<file path="config.mk">
export PLATFORM = sky130hd
export DESIGN_NAME = arb_nmks_rr
export DESIGN_NICKNAME = d
export VERILOG_FILES = /design/src/rtl/arb_nmks_rr.sv
export SDC_FILE = /design/constraint.sdc
export NUM_CORES = 1
export LEC_CHECK = 0
export BUFFER_PORTS_ARGS = -buffer_cell sky130_fd_sc_hd__buf_4
export CAP_MARGIN = 10
export CORE_AREA = 4 4 201 203
export DETAILED_ROUTE_END_ITERATION = 16
export DIE_AREA = 0 0 205 207
export MAX_ROUTING_LAYER = met4
export PLACE_DENSITY = 0.52
export SYNTH_ARGS = -nofsm -noshare
export SYNTH_HDL_FRONTEND = slang
export SYNTH_SLANG_ARGS = --single-unit
</file>
<file path="constraint.sdc">
create_clock -name clk_i -period 3.8 [get_ports clk_i]
set_input_delay 0.76 -clock clk_i [delete_from_list [all_inputs] [get_ports clk_i]]
set_output_delay 0.76 -clock clk_i [all_outputs]
set_load 0.1 [all_outputs]
</file>
<file path="src/rtl/arb_nmks_rr.sv">
// arb_nmks_rr -- N-master / K-slave MemSplit32 crossbar with per-slave
// round-robin arbitration and in-order read-response routing.
//
// Optional feature macro: ARB_NMKS_DECERR_EN
//   defined   : addresses whose slave-select field is >= NUM_S reach an
//               internal error slave. It acks at once, drops writes, and
//               answers reads one cycle later with 32'hDEAD_BEEF.
//   undefined : such addresses alias to slave NUM_S-1.
//
// Ports
//   clk_i, rst_i            clock, asynchronous active-high reset
//   m_req_i/m_we_i          per-master request / write enable
//   m_addr_bi/m_be_bi/m_wdata_bi  per-master address, byte enables, write data
//   m_ack_o                 request accepted (same cycle as slave ack)
//   m_resp_o/m_rdata_bo     read data valid / read data, routed back in order
//   s_req_o/s_we_o/s_addr_bo/s_be_bo/s_wdata_bo  per-slave request bus
//   s_ack_i                 slave accepted request
//   s_resp_i/s_rdata_bi     slave read data valid / read data
module arb_nmks_rr #(
    parameter int NUM_M  = 2,
    parameter int NUM_S  = 3,
    parameter int SEL_LO = 20,
    parameter int SEL_W  = 2,
    parameter int OUTST  = 4
) (
    input  logic                  clk_i,
    input  logic                  rst_i,
    input  logic [NUM_M-1:0]      m_req_i,
    input  logic [NUM_M-1:0]      m_we_i,
    input  logic [NUM_M*32-1:0]   m_addr_bi,
    input  logic [NUM_M*4-1:0]    m_be_bi,
    input  logic [NUM_M*32-1:0]   m_wdata_bi,
    output logic [NUM_M-1:0]      m_ack_o,
    output logic [NUM_M-1:0]      m_resp_o,
    output logic [NUM_M*32-1:0]   m_rdata_bo,
    output logic [NUM_S-1:0]      s_req_o,
    output logic [NUM_S-1:0]      s_we_o,
    output logic [NUM_S*32-1:0]   s_addr_bo,
    output logic [NUM_S*4-1:0]    s_be_bo,
    output logic [NUM_S*32-1:0]   s_wdata_bo,
    input  logic [NUM_S-1:0]      s_ack_i,
    input  logic [NUM_S-1:0]      s_resp_i,
    input  logic [NUM_S*32-1:0]   s_rdata_bi
);

`ifdef ARB_NMKS_DECERR_EN
    localparam int NS_INT = NUM_S + 1;   // last internal slave is the error slave
`else
    localparam int NS_INT = NUM_S;
`endif
    localparam int MI_W  = (NUM_M > 1) ? $clog2(NUM_M) : 1;
    localparam int SI_W  = $clog2(NUM_S + 1);
    localparam int CNT_W = $clog2(OUTST + 1);
    localparam int PTR_W = $clog2(OUTST);
    localparam logic [CNT_W-1:0] CNT_MAX  = CNT_W'(OUTST);
    localparam logic [PTR_W:0]   FILL_MAX = (PTR_W+1)'(OUTST);

    typedef enum logic {IDLE, LOCK} state_t;

    // internal slave-side view (real slaves plus optional error slave)
    logic [NS_INT-1:0] s_ack_int, s_resp_int;
    logic [31:0]       s_rdata_int [NS_INT];

    logic [SI_W-1:0]   dec         [NUM_M];
    logic [NUM_M-1:0]  elig        [NS_INT];
    logic [MI_W-1:0]   gnt_idx     [NS_INT];
    logic [MI_W-1:0]   head        [NS_INT];
    logic [NS_INT-1:0] s_req_int, accept, push_v, pop_v, fifo_full, fifo_empty;

    logic [CNT_W-1:0]  cnt_reg     [NUM_M];
    logic [SI_W-1:0]   last_reg    [NUM_M];
    logic [SI_W-1:0]   last_next   [NUM_M];
    logic [NUM_M-1:0]  push_m, pop_m;

    genvar gi, gj;

    generate
        for (gi = 0; gi < NUM_S; gi++) begin : g_rdata
            assign s_rdata_int[gi] = s_rdata_bi[gi*32 +: 32];
        end
    endgenerate

`ifdef ARB_NMKS_DECERR_EN
    logic err_resp_reg;

    assign s_ack_int             = {1'b1, s_ack_i};
    assign s_resp_int            = {err_resp_reg, s_resp_i};
    assign s_rdata_int[NUM_S]    = 32'hDEAD_BEEF;

    always_ff @(posedge clk_i or posedge rst_i) begin
        if (rst_i) err_resp_reg <= 1'b0;
        else       err_resp_reg <= push_v[NUM_S];
    end
`else
    assign s_ack_int  = s_ack_i;
    assign s_resp_int = s_resp_i;
`endif

    // address decode: out-of-range select goes to the error slave or aliases
    generate
        for (gi = 0; gi < NUM_M; gi++) begin : g_dec
            logic [SEL_W-1:0] sel;
            assign sel = m_addr_bi[gi*32+SEL_LO +: SEL_W];
`ifdef ARB_NMKS_DECERR_EN
            assign dec[gi] = (int'(sel) >= NUM_S) ? SI_W'(NUM_S) : SI_W'(sel);
`else
            assign dec[gi] = (int'(sel) >= NUM_S) ? SI_W'(NUM_S - 1) : SI_W'(sel);
`endif
        end
    endgenerate

    // A read may only target the slave that already holds this master's
    // in-flight reads, which keeps responses to each master in order.
    generate
        for (gi = 0; gi < NS_INT; gi++) begin : g_elig
            for (gj = 0; gj < NUM_M; gj++) begin : g_m
                assign elig[gi][gj] = ~rst_i & m_req_i[gj] & (dec[gj] == SI_W'(gi)) &
                    (m_we_i[gj] | (~fifo_full[gi] &
                        ((cnt_reg[gj] == '0) |
                         ((last_reg[gj] == SI_W'(gi)) & (cnt_reg[gj] != CNT_MAX)))));
            end
        end
    endgenerate

    generate
        for (gi = 0; gi < NS_INT; gi++) begin : g_slv
            state_t            state_reg, state_next;
            logic [MI_W-1:0]   owner_reg, owner_next, rr_ptr_reg, pick;
            logic              found;
            logic [MI_W-1:0]   fifo_mem [OUTST];
            logic [PTR_W-1:0]  wr_ptr_reg, rd_ptr_reg;
            logic [PTR_W:0]    fill_reg;

            // first eligible master at or after the round-robin pointer
            always_comb begin
                int idx;
                idx   = 0;
                pick  = '0;
                found = 1'b0;
                for (int k = 0; k < NUM_M; k++) begin
                    idx = int'(rr_ptr_reg) + k;
                    if (idx >= NUM_M) idx = idx - NUM_M;
                    if (!found && elig[gi][idx]) begin
                        found = 1'b1;
                        pick  = MI_W'(idx);
                    end
                end
            end

            assign gnt_idx[gi]   = (state_reg == LOCK) ? owner_reg : pick;
            assign s_req_int[gi] = (state_reg == LOCK) | found;
            assign accept[gi]    = s_req_int[gi] & s_ack_int[gi];
            assign push_v[gi]    = accept[gi] & ~m_we_i[gnt_idx[gi]];
            assign pop_v[gi]     = s_resp_int[gi] & ~fifo_empty[gi];
            assign fifo_full[gi]  = (fill_reg == FILL_MAX);
            assign fifo_empty[gi] = (fill_reg == '0);
            assign head[gi]       = fifo_mem[rd_ptr_reg];

            always_comb begin
                state_next = state_reg;
                owner_next = owner_reg;
                case (state_reg)
                    IDLE: if (found && !s_ack_int[gi]) begin
                        state_next = LOCK;
                        owner_next = pick;
                    end
                    LOCK: if (s_ack_int[gi]) state_next = IDLE;
                    default: state_next = IDLE;
                endcase
            end

            always_ff @(posedge clk_i or posedge rst_i) begin
                if (rst_i) begin
                    state_reg  <= IDLE;
                    owner_reg  <= '0;
                    rr_ptr_reg <= '0;
                    wr_ptr_reg <= '0;
                    rd_ptr_reg <= '0;
                    fill_reg   <= '0;
                end else begin
                    state_reg <= state_next;
                    owner_reg <= owner_next;
                    if (accept[gi])
                        rr_ptr_reg <= (int'(gnt_idx[gi]) == NUM_M - 1) ? '0 : gnt_idx[gi] + 1'b1;
                    if (push_v[gi]) wr_ptr_reg <= wr_ptr_reg + 1'b1;
                    if (pop_v[gi])  rd_ptr_reg <= rd_ptr_reg + 1'b1;
                    fill_reg <= fill_reg + (PTR_W+1)'(push_v[gi]) - (PTR_W+1)'(pop_v[gi]);
                end
            end

            always_ff @(posedge clk_i) begin
                if (push_v[gi]) fifo_mem[wr_ptr_reg] <= gnt_idx[gi];
            end
        end
    endgenerate

    generate
        for (gi = 0; gi < NUM_S; gi++) begin : g_sbus
            assign s_req_o[gi]             = s_req_int[gi];
            assign s_we_o[gi]              = s_req_int[gi] & m_we_i[gnt_idx[gi]];
            assign s_addr_bo[gi*32 +: 32]  = s_req_int[gi] ? m_addr_bi[int'(gnt_idx[gi])*32 +: 32] : '0;
            assign s_be_bo[gi*4 +: 4]      = s_req_int[gi] ? m_be_bi[int'(gnt_idx[gi])*4 +: 4] : '0;
            assign s_wdata_bo[gi*32 +: 32] = s_req_int[gi] ? m_wdata_bi[int'(gnt_idx[gi])*32 +: 32] : '0;
        end
    endgenerate

    // master-side ack and response routing
    always_comb begin
        m_ack_o    = '0;
        m_resp_o   = '0;
        m_rdata_bo = '0;
        for (int s = 0; s < NS_INT; s++) begin
            if (accept[s]) m_ack_o[gnt_idx[s]] = 1'b1;
            if (pop_v[s]) begin
                m_resp_o[head[s]]                   = 1'b1;
                m_rdata_bo[int'(head[s])*32 +: 32]  = s_rdata_int[s];
            end
        end
    end

    // per-master outstanding-read bookkeeping
    always_comb begin
        push_m = '0;
        pop_m  = '0;
        for (int i = 0; i < NUM_M; i++) last_next[i] = last_reg[i];
        for (int s = 0; s < NS_INT; s++) begin
            if (push_v[s]) begin
                push_m[gnt_idx[s]]    = 1'b1;
                last_next[gnt_idx[s]] = SI_W'(s);
            end
            if (pop_v[s]) pop_m[head[s]] = 1'b1;
        end
    end

    always_ff @(posedge clk_i or posedge rst_i) begin
        if (rst_i) begin
            for (int i = 0; i < NUM_M; i++) begin
                cnt_reg[i]  <= '0;
                last_reg[i] <= '0;
            end
        end else begin
            for (int i = 0; i < NUM_M; i++) begin
                cnt_reg[i]  <= cnt_reg[i] + CNT_W'(push_m[i]) - CNT_W'(pop_m[i]);
                last_reg[i] <= last_next[i];
            end
        end
    end

endmodule

</file>
# Yosys cells after proc, flatten, opt, wreduce, memory -nomap -nowiden
# Memories as Yosys holds them, arrays and structs flattened.
# Cells that the tools add are included.
# op_classes
n_bitwise	84
n_lt_le_gt_ge	32
shifts	15
reduce_logical	33
eq_ne	13
n_addsub	31
n_mux	109
# op_table
cell	n
$mux 32	12
$shiftx 64x7->32	6
$lt 32x3->1 const B	6
$mux 64	3
$shift 32x33->64 const A	3
$shiftx 32x33->64	3
$bwmux 64	2
$neg 6->33	3
$and 64x64->64	1
$mux 1	60
$and 1x1->1	38
$mux 2	14
$mux 4	6
$shiftx 8x4->4	3
$ge 2x2->1 const B	8
$or 2x2->2	8
$add 3x1->3	5
$logic_and 1x1->1	15
$logic_not 3->1	5
$or 1x1->1	15
$sub 3x1->3	5
$not 1->1	13
$add 2x1->2 const B	6
$lt 1x2->1 const B	6
22 further kinds	71
# word_totals
elab_cells	342
n_memories	3
ff_bits	40
ram_bits	12
inputBits	244
output_inout_bits	278
# mem_list
memory	depth	word_bits	read_ports	rd_clocked_by_memory_dff	wr	line	text
g_slv[0].fifo_mem	4	1	1	0	1	130	logic [MI_W-1:0] fifo_mem [OUTST];
g_slv[1].fifo_mem	4	1	1	0	1	130	
g_slv[2].fifo_mem	4	1	1	0	1	130	

# Logic depth before layout (Yosys ltp)
# depth
word_depth	26
ltp_mapped	15
depth_no_buf	14

# Least setup slack after synthesis
# OpenSTA, ideal clock, no wires.
# synth_timing
kind	input-to-output
start	input rst_i
end	output s_we_o[2]
path_stages	8
n_path_buf	2
setup_slack_ns	-1.401
arrival_time_ns	4.441
t_required_ns	3.040
cell_sequence	inv_1 -> o2111ai_1 -> o311ai_0 -> o21a_1 -> buf_2 -> buf_1 -> nand2_1 -> a21oi_1
# synth_between
elab_chain_cells	15
word_cells_on_any_way	24
cone_classes	mux (13); bitwise (9); reduce/logical (2)
# synth_rtl
element	line	text
start: declaration	27	input logic rst_i,
$not 1->1 *	117	assign elig[gi][gj] = ~rst_i & m_req_i[gj] & (dec[gj] == SI_W'(gi)) &
$and 1x1->1 (3 in series)	117	
$mux 1 (implied by the code) (3 in series)	143	if (!found && elig[gi][idx]) begin
$mux 1	143	
$logic_not 1->1	143	
$logic_and 1x1->1	143	
$mux 1	143	
$mux 1	150	assign gnt_idx[gi] = (state_reg == LOCK) ? owner_reg : pick;
$mux 1 (implied by the code) (2 in series)	200	assign s_we_o[gi] = s_req_int[gi] & m_we_i[gnt_idx[gi]];
$and 1x1->1 *	200	
end: declaration	37	output logic [NUM_S-1:0] s_we_o,
# Mark *: on every way between the ends. The rest lies on a longest branch, timed or not. The select of a mux whose other input is x is not followed.

# Worst setup path after layout
# layout_timing
start	input m_we_i[0]
end	output s_addr_bo[55]
# layout_between
elab_chain_cells	12
word_cells_on_any_way	18
cone_classes	shift (1); mux (12); bitwise (3); reduce/logical (2)
# layout_rtl
element	line	text
start: declaration	29	input logic [NUM_M-1:0] m_we_i,
$or 1x1->1 *	118	(m_we_i[gj] | (~fifo_full[gi] &
$and 1x1->1 *	117	
$mux 1 (implied by the code) (3 in series)	143	
$mux 1	143	
$logic_not 1->1	143	
$logic_and 1x1->1	143	
$mux 1	143	
$mux 1	150	
$shiftx 64x7->32	201	assign s_addr_bo[gi*32 +: 32] = s_req_int[gi] ? m_addr_bi[int'(gnt_idx[gi])*32 +: 32] : '0;
$mux 32 *	201	
end: declaration	38	output logic [NUM_S*32-1:0] s_addr_bo,
# Marks and branches as above.

==> impl_metrics.py <==
metrics = {
    "global_routing": {
        "grt_pass1_vias": 10881,
        "grt_max_degree": 65,
        "antenna_found_initial": 1,
        "track_usage_pct": 19.8,
        "grt_overflow_total": 0,
        "grt_first_pass_wirelength_mm": 65.0,
    },
    "clocking": {
        "cts_root_buf": "clkbuf_16",
        "clockBufferDepth": 2,
        "path_clk_slew_ns": 0.06,
        "clock_latency_ns": 0.29,
        "htreeDepth": 2,
        "cts_tree": "yes",
        "clock_sinks": 52,
        "cts_made_buffers": 5,
    },
    "floorplan": {
        "coreArea_um2": 38500,
        "die_h_um": 207,
        "io_pins": 522,
        "die-area_um2": 42400,
        "start_util_pct": 18.5,
        "rows": 72,
        "die_w_um": 205,
    },
    "logic_synthesis": {
        "avgSynthCellArea_um2": 6.42,
        "syn_nets": 1382,
        "netlist_instances": 1111,
        "synth_top_flop_cell": "dfrtp_1",
        "synth_largest_area_cell": "nand2_1",
        "synth_commonest_cells": "nand2_1 (357), a21oi_1 (140), nor2_1 (89)",
        "synth_area_leaders": "nand2_1 (19%), dfrtp_1 (14%), a21oi_1 (9.8%)",
        "synth_top_area_share_pct": 18.8,
        "synth_seq_cells": 52,
        "synth_most_common_cell": "nand2_1",
        "yosysSeqAreaShare_pct": 19.1,
        "synth_enable_flop_cells": 12,
        "syn_area_um2": 7130,
        "synth_cell_types": 64,
        "async_flop_share_pct": 76.9,
        "yosys_warnings": 0,
    },
    "cells_and_area": {
        "nets": 1916,
        "largest_register_ffs": 12,
        "syn_to_final_growth_pct": 122,
        "drive_above_1_share_pct": 57.7,
        "fillers": 3862,
    },
    "routing": {
        "wl_mm": 44.2,
        "drc": 0,
        "antenna_left": 0,
        "vias": 10393,
        "vias_per_cell": 4.80,
        "drt-initial-drc-count": 506,
        "firstDrtPassIters": 5,
        "wl_per_cell_um": 20.4,
    },
    "placement": {
        "routabilityCongestion": 0.871,
        "hpwl_mm": 35.8,
        "io_buffers": 521,
    },
    "setup_path": {
        "critical_path_required_ns": 3.04,
        "worst-endpoint-arrival_ns": 2.99,
        "end_kind": "primary output",
        "path_class": "in2out",
        "crit_fanout": 11,
        "critPathLaunchType": "input port",
    },
    "sta": {
        "finalCriticalPeriod_ns": 3.75,
        "fmax_ghz": 0.267,
        "maxSlewViolCount": 0,
        "clock-skew-final_ns": 0.00476,
        "fin_crit_sh_pct": 98.6,
        "finalSetupTns_ns": 0,
        "worst_pin_slew_ns": 0.494,
        "hold_viol": 0,
        "setup_violations": 0,
        "relSlewSlack_pct": 66.8,
    },
    "power_and_ir_drop": {
        "power.leakage_nw": 6.52,
        "p_sw_share_pct": 67.7,
        "p_seq_share_pct": 9.2,
        "switching_power_mw": 7.51,
        "p_comb_share_pct": 86.8,
        "pwr-share-clk_pct": 4.0,
        "p_int_mw": 3.58,
        "vdd_ir_drop_max_mv": 0.492,
        "p_per_area_nw_per_um2": 698,
        "power_mw": 11.1,
    },
    "job": {
        "cap_viol_max_count": 0,
    },
    "min_path": {
        "min_path_type": "reg2reg",
    },
    "status": {
        "outcome": "finished, final reports clean",
    },
}
metal layers:
layer  wire [µm]  GRT usage, %  vias to the layer above
li1            -             -                     4895
met1       15600          20.7                     4976
met2       23400          36.9                      459
met3        3700          4.61                       63
met4        1490          5.54                        0
met5           0             -                        -
timing repair:
action	4_1_cts	5_1_grt
endpoints found under the setup margin	84	178
buffers inserted	2	2
cloned	0	4
gates resized for setup	73	134
hold buffers	0	0
pin swaps	4	14
layout make-up:
type | instances | area, µm² | share of cell area (%)
Multi-Input combinational cell | 929 | 7760 | 48.9
Timing Repair Buffer | 615 | 5790 | 36.5
Sequential cell | 52 | 1360 | 8.58
Tap cell | 518 | 648 | 4.08
Inverter | 42 | 165 | 1.04
Clock buffer | 6 | 129 | 0.812
Clock inverter | 2 | 12.5 | 0.0788
Antenna cell | 1 | 2.50 | 0.0158
placed cells by master (no fill, tap or decap), types with 19 or more instances in the layout:
cell	synthesis	routed
o21ai_2	0	60
nor2_1	89	19
a21oi_4	0	136
buf_4	0	435
nand2_1	357	356
dfrtp_1	40	40
inv_1	40	38
nor2_4	0	66
mux2i_1	68	46
buf_6	0	121
ha_1	22	22
a22oi_1	65	64
mux2i_2	0	20
buf_12	0	48
power groups by stage:
stage                     Clock, mW  Sequential, mW  Combinational [mW]
after global routing          0.485            1.05                10.0
after global placement            0            1.01                9.34
final                         0.447            1.02                9.62
after CTS                     0.455            1.01                9.47
after floorplan                   0           0.958                7.20
after detailed placement          0            1.02                9.39
kinds of logic (layout without fill, tap and decap cells):
logic type | Yosys count | after routing | synth area share [%]
other | 0 | 1 | 0
multiplexers | 74 | 74 | 11.0
buffers and inverters | 130 | 665 | 7.24
AND/OR/NAND/NOR | 494 | 494 | 28.1
flip-flops | 52 | 52 | 19.1
AO/OA/AOI/OAI | 315 | 315 | 27.1
adder cells (fa/ha/maj) | 27 | 27 | 5.26
XOR/XNOR | 19 | 19 | 2.33
worst max-delay path, stage by stage:
cell and delay [ns]:
buf_4 0.13, or4b_2 0.66, o211ai_1 0.16, o211ai_1 0.15
buf_4 0.18, nand2_8 0.13, buf_6 0.22, mux2i_1 0.31
nor2_4 0.04, buf_4 0.23
stage by stage:
stage                     hold WS, ns  cell area (µm²)  instances  worst slack, ns  utilization, %
after floorplan                 0.451             9470       1111           -0.490               -
after global placement          0.472            14800       2148           -0.184            38.4
after detailed placement        0.481            14800       2148           -0.213            38.4
after CTS                       0.491            15200       2158          0.00560            39.6
after global routing            0.509            15900       2165          -0.0430            41.3
final                           0.484            15900       2165           0.0531            41.3
final timing paths:
path                                     endpoint  cells after the start  slack (ns)                    from
max                                 s_addr_bo[55]                     10        0.05               m_we_i[0]
max in group asynchronous      g_slv[2].owner_reg                      4        2.70                   rst_i
max reg2reg                            cnt_reg[2]                     14        0.36              cnt_reg[4]
min                        g_slv[2].rd_ptr_reg[1]                      1        0.48  g_slv[2].rd_ptr_reg[1]
min in group asynchronous  g_slv[2].wr_ptr_reg[1]                      4        0.65                   rst_i
min reg2reg                g_slv[2].rd_ptr_reg[1]                      1        0.48  g_slv[2].rd_ptr_reg[1]
(Power assumes the default switching activity.)
